$ cat config.mk
export PLATFORM = sky130hd
export DESIGN_NAME = tile_stream_loader
export DESIGN_NICKNAME = d
export VERILOG_FILES = /design/src/rtl/tile_stream_loader.sv
export SDC_FILE = /design/constraint.sdc
export NUM_CORES = 1
export LEC_CHECK = 0
export BUFFER_PORTS_ARGS = -buffer_cell sky130_fd_sc_hd__buf_2
export CORE_MARGIN = 10
export CORE_UTILIZATION = 35
export DETAILED_ROUTE_END_ITERATION = 8
export PLACE_DENSITY = 0.65
export SLEW_MARGIN = 20
export SYNTH_ARGS = -nofsm -noshare
export SYNTH_HDL_FRONTEND = slang
export SYNTH_SLANG_ARGS = --single-unit
$ cat constraint.sdc
create_clock -name clk -period 6.65 [get_ports clk]
set_clock_uncertainty 0.1 [all_clocks]
set_input_delay 1.33 -clock clk [delete_from_list [all_inputs] [get_ports clk]]
set_output_delay 1.33 -clock clk [all_outputs]
set_load 0.01 [all_outputs]
$ cat src/rtl/tile_stream_loader.sv
// Byte-stream front end for the ping-pong input buffer. Packs bytes into
// masked words, fills one bank, and hands it over once the reader is free.
module tile_stream_loader #(
  parameter int ADDR_WIDTH = 8,
  parameter int SRAM_WIDTH = 32
) (
  input  logic                    clk,
  input  logic                    rst,
  input  logic                    s_valid,
  output logic                    s_ready,
  input  logic [7:0]              s_data,
  input  logic                    s_last,
  output logic                    input_wr_en,
  output logic [ADDR_WIDTH-1:0]   input_wr_addr,
  output logic [SRAM_WIDTH-1:0]   input_wr_data,
  output logic [SRAM_WIDTH/8-1:0] input_wr_mask,
  output logic                    bank_sel,
  input  logic                    rd_done,
  output logic                    tile_valid,
  output logic [ADDR_WIDTH:0]     tile_words,
  output logic                    tile_overflow
);

  localparam int BYTES = SRAM_WIDTH / 8;
  localparam int DEPTH = 1 << ADDR_WIDTH;
  localparam int BW    = (BYTES > 1) ? $clog2(BYTES) : 1;
  localparam int CW    = ADDR_WIDTH + 1;

  typedef enum logic [1:0] {S_FILL, S_DRAIN, S_SWAP_WAIT} state_e;

  state_e                  state_q;
  logic                    drain_cnt_q;
  logic [BW-1:0]           byte_cnt_q;
  logic [SRAM_WIDTH-1:0]   pack_data_q;
  logic [CW-1:0]           word_cnt_q;
  logic                    overflow_q;
  logic                    rd_busy_q;

  logic                    wr_en_q;
  logic [ADDR_WIDTH-1:0]   stage_addr_q;
  logic [SRAM_WIDTH-1:0]   stage_data_q;
  logic [BYTES-1:0]        stage_mask_q;
  logic [ADDR_WIDTH-1:0]   wr_addr_q;
  logic [SRAM_WIDTH-1:0]   wr_data_q;
  logic [BYTES-1:0]        wr_mask_q;

  logic                    bank_sel_q;
  logic                    tile_valid_q;
  logic [CW-1:0]           tile_words_q;
  logic                    tile_overflow_q;

  logic                    accept;
  logic                    word_done;
  logic                    room;
  logic                    swap;
  logic [SRAM_WIDTH-1:0]   pack_data_d;
  logic [BYTES-1:0]        pack_mask_d;
  logic                    rd_busy_d;

  assign s_ready   = (state_q == S_FILL) && !rst;
  assign accept    = s_valid && s_ready;
  assign word_done = accept && (s_last || byte_cnt_q == BW'(BYTES - 1));
  assign room      = word_cnt_q < CW'(DEPTH);
  assign swap      = (state_q == S_SWAP_WAIT) && (!rd_busy_q || rd_done);

  always_comb begin
    // NOTE: every always_comb output gets a default first so no path can infer a latch.
    pack_data_d = pack_data_q | (SRAM_WIDTH'(s_data) << {byte_cnt_q, 3'b000});
    pack_mask_d = '0;
    for (int k = 0; k < BYTES; k++) begin
      pack_mask_d[k] = (BW'(k) <= byte_cnt_q);
    end
    rd_busy_d = rd_busy_q;
    if (swap) begin
      rd_busy_d = 1'b1;
    end else if (rd_done) begin
      rd_busy_d = 1'b0;
    end
  end

  always_ff @(posedge clk or posedge rst) begin
    // NOTE: non-blocking assignments so every register samples the same pre-edge values.
    if (rst) begin
      state_q         <= S_FILL;
      drain_cnt_q     <= 1'b0;
      byte_cnt_q      <= '0;
      pack_data_q     <= '0;
      word_cnt_q      <= '0;
      overflow_q      <= 1'b0;
      rd_busy_q       <= 1'b0;
      wr_en_q         <= 1'b0;
      stage_addr_q    <= '0;
      stage_data_q    <= '0;
      stage_mask_q    <= '0;
      wr_addr_q       <= '0;
      wr_data_q       <= '0;
      wr_mask_q       <= '0;
      bank_sel_q      <= 1'b0;
      tile_valid_q    <= 1'b0;
      tile_words_q    <= '0;
      tile_overflow_q <= 1'b0;
    end else begin
      wr_en_q      <= 1'b0;
      tile_valid_q <= 1'b0;
      rd_busy_q    <= rd_busy_d;

      // The word trails its strobe by one cycle, matching the buffer's registered enable.
      if (wr_en_q) begin
        wr_addr_q <= stage_addr_q;
        wr_data_q <= stage_data_q;
        wr_mask_q <= stage_mask_q;
      end

      case (state_q)
        S_FILL: begin
          if (accept) begin
            if (word_done) begin
              byte_cnt_q  <= '0;
              pack_data_q <= '0;
              if (room) begin
                wr_en_q      <= 1'b1;
                stage_addr_q <= word_cnt_q[ADDR_WIDTH-1:0];
                stage_data_q <= pack_data_d;
                stage_mask_q <= pack_mask_d;
                word_cnt_q   <= word_cnt_q + 1'b1;
              end else begin
                overflow_q <= 1'b1;
              end
            end else begin
              byte_cnt_q  <= byte_cnt_q + 1'b1;
              pack_data_q <= pack_data_d;
            end
            if (s_last) begin
              state_q     <= S_DRAIN;
              drain_cnt_q <= 1'b0;
            end
          end
        end
        S_DRAIN: begin
          drain_cnt_q <= 1'b1;
          if (drain_cnt_q) begin
            state_q <= S_SWAP_WAIT;
          end
        end
        S_SWAP_WAIT: begin
          if (swap) begin
            bank_sel_q      <= ~bank_sel_q;
            tile_valid_q    <= 1'b1;
            tile_words_q    <= word_cnt_q;
            tile_overflow_q <= overflow_q;
            word_cnt_q      <= '0;
            overflow_q      <= 1'b0;
            byte_cnt_q      <= '0;
            state_q         <= S_FILL;
          end
        end
        default: state_q <= S_FILL;
      endcase
    end
  end

  assign input_wr_en   = wr_en_q;
  assign input_wr_addr = wr_addr_q;
  assign input_wr_data = wr_data_q;
  assign input_wr_mask = wr_mask_q;
  assign bank_sel      = bank_sel_q;
  assign tile_valid    = tile_valid_q;
  assign tile_words    = tile_words_q;
  assign tile_overflow = tile_overflow_q;

endmodule

==> summary.md <==
| Metric | Value |
|---|---|
| Outcome | complete, no violations |
| Top cells by area, synth | dfrtp_1, mux2_2, a21oi_1, nand2_1, o21ai_0 |
| Final worst path period need | 3.19 ns |
| Post-synth cell types | 31 |
| Die area | 22300 µm² |
| Crit path max fanout | 4 |
| Skew-Pair Late Insertion Delay | 0.42 ns |
| CTS Buffer Depth | 2 |
| Async SR Flop Fraction | 100% |
| Syn avg cell area | 11.7 µm² |
| Max-slew headroom | 32.3% |
| Post-synth net total | 516 |
| Setup violators final | 0 |
| Sw frac | 31.3% |
| Port Buffers | 70 |
| PD cells | 469 nW/µm² |
| Drt first pass iters | 4 |
| Number of synthesized flops with an enable pin | 0 |
| Post-synth top area share | 63.7% |
| Post-DP HPWL | 8.59 mm |
| Crit end category | primary output |
| DRT Wirelength | 12.6 mm |
| Internal | 2.26 mW |
| Vias in the first global route | 3980 |
| Initial core utilization | 35.5% |
| Gate power share | 24.5% |
| Core region area | 16500 µm² |
| # DRC | 0 |
| Share of layout cells above drive strength 1 | 29.3% |
| CP arrival | 1.76 ns |
| RSZ-0062 raised after global routing | false |
| Hold crit path type | reg2reg |
| Die H | 149 µm |
| TritonCTS clock tree | yes |
| Setup bufs post-CTS | 0 |
| Overall power | 3.29 mW |
| GRT Overall Usage | 11.8% |
| Pins Over Slew Limit | 0 |
| Post-synthesis register bit count | 149 |
| Vias per inst | 4.85 |
| Seq/Total Area, Yosys | 63.7% |
| Post-DR wirelength/cell | 15.8 µm |
| Leak | 3.47 nW |
| Number of max-cap violations | 0 |
| Area delta synth->final | 19.9% |
| N_diodes | 0 |
| Top post-synthesis cells by count | dfrtp_1, nand2_1, a21oi_1 |
| CTS clock-pin slew for the worst setup and hold paths | 0.06 ns |
| Worst endpoint required time | 5.22 ns |
| CTS resizes | 0 |
| DR iter-0 viols | 196 |
| Area leader, netlist | dfrtp_1 |
| Fillers | 1571 |
| Slowest CP cell | buf_2 |
| DIE WIDTH | 149 µm |
| Hold Violations, Final | 0 |
| Synth Instances | 499 |
| Initial antenna violation count | 0 |
| Clock Power Share | 30.7% |
| # clock sinks | 149 |
| Most used cell, CP | buf_2 |
| VDD IR-drop max | 0.234 mV |
| Syn Std Cell Area | 5850 µm² |
| Gp weighted congestion | 0.761 |
| Final TNS setup | 0 ns |
| CP Cell Sequence | buf_2, nor3_1, buf_2 |
| Fmax | 313 MHz |
| Post-CTS Hold Fix Bufs | 0 |
| Largest net degree at the start of global routing | 92 |
| Via count | 3858 |
| Final period utilization | 48.0% |
| Switch Pwr | 1.03 mW |
| First-pass GRT wire length | 20.8 mm |
| Least-Margin Pin Slew | 1.02 ns |
| Routed Antenna Nets | 0 |
| Overflow after GRT | 0 |
| Io pins | 71 |
| Critical path type | in2out |
| Ys Warns | 0 |
| CTS root buf | clkbuf_16 |
| Clock H-tree levels | 4 |
| Row count | 47 |
| Top-count cell post-synth | dfrtp_1 |
| Inserted Clock Buffers | 17 |
| # nets final | 580 |
| Main synth FF type | dfrtp_1 |
| Reg power frac | 44.8% |
| CP peak stage delay | 0.16 ns |
| Startpoint Class | primary input |
[final timing paths]
check,from,end,depth (start not counted),slack [ns]
max,rst,s_ready,3,3.46
min,stage_mask_q[0]$_DFFE_PP0P_,stage_mask_q[0]$_DFFE_PP0P_,1,0.36
max reg2reg,byte_cnt_q[1]$_DFFE_PP0P_,word_cnt_q[0]$_DFFE_PP0P_,6,4.01
min reg2reg,stage_mask_q[0]$_DFFE_PP0P_,stage_mask_q[0]$_DFFE_PP0P_,1,0.36
max in group asynchronous,rst,input_wr_en$_DFF_PP0_,3,4.17
min in group asynchronous,rst,input_wr_data[26]$_DFFE_PP0P_,2,0.99
[cell families after synthesis]
kind of cell	count (synthesis)	synth area share, %
flops	149	63.7
fa+ha+maj	4	0.855
xor+xnor	3	0.449
compound gates	118	11.2
mux	54	10.5
simple gates	139	11.0
buf+inv	32	2.31
[power groups by stage]
stage	clock network, mW	registers (mW)	logic [mW]
floorplan	0	1.50	0.487
global placement	0	1.48	0.800
detailed placement	0	1.49	0.826
CTS	1.03	1.48	0.835
global route	1.07	1.53	0.918
finish	1.01	1.48	0.808
[sequential cells by signal (all words and copies together) (netlist names), 2 cells and up]
signal         flops
word_cnt_q         9
stage_data_q      32
byte_cnt_q         2
stage_addr_q       8
input_wr_addr      8
state_q            2
input_wr_mask      4
input_wr_data     32
stage_mask_q       4
pack_data_q       32
tile_words         9
[cell usage in the layout, fill, tap and decap left out, types with 4 or more instances in the layout]
cell type  instances
nand2_1           72
nand2b_1           4
dfrtp_1          148
o21ai_0           38
mux2_2            53
ha_1               4
a22o_1             4
bufinv_16          4
a21oi_1           66
buf_2             70
nor2_1            44
inv_1              4
nor3_4             4
clkbuf_16         17
o22a_1             4
[worst max-delay path: cells and delay by family]
family,cells,cell delay [ns]
buffers and inverters,2,0.31
AND/OR/NAND/NOR,1,0.13
[area by class of cell]
| type | count | area, µm² | area share, % |
|---|---|---|---|
| timing repair buffer | 72 | 365 | 5.21 |
| clock inverter | 12 | 176 | 2.51 |
| clock buffer | 20 | 457 | 6.51 |
| multi-input combinational | 318 | 1990 | 28.4 |
| inverter | 5 | 23.8 | 0.339 |
| tap | 220 | 275 | 3.92 |
| sequential | 149 | 3730 | 53.1 |
[routing by layer]
layer,track usage [%],share of wire (%)
met1,14.6,44
met2,18.8,49
met3,4.07,5.3
met4,3.83,1.3
met5,0,0
[through the flow]
stage / hold slack [ns] / instances / area, µm² / setup WS (ns) / utilization (%)
floorplan: 0.328 / 499 / 5850 / 1.21 / -
global placement: 0.351 / 764 / 6380 / 3.24 / 38.8
detailed placement: 0.350 / 764 / 6380 / 3.18 / 38.8
CTS: 0.367 / 796 / 7020 / 3.39 / 42.6
global route: 0.402 / 796 / 7020 / 3.33 / 42.6
finish: 0.358 / 796 / 7020 / 3.46 / 42.6
Power figures use the tool's default switching activity.
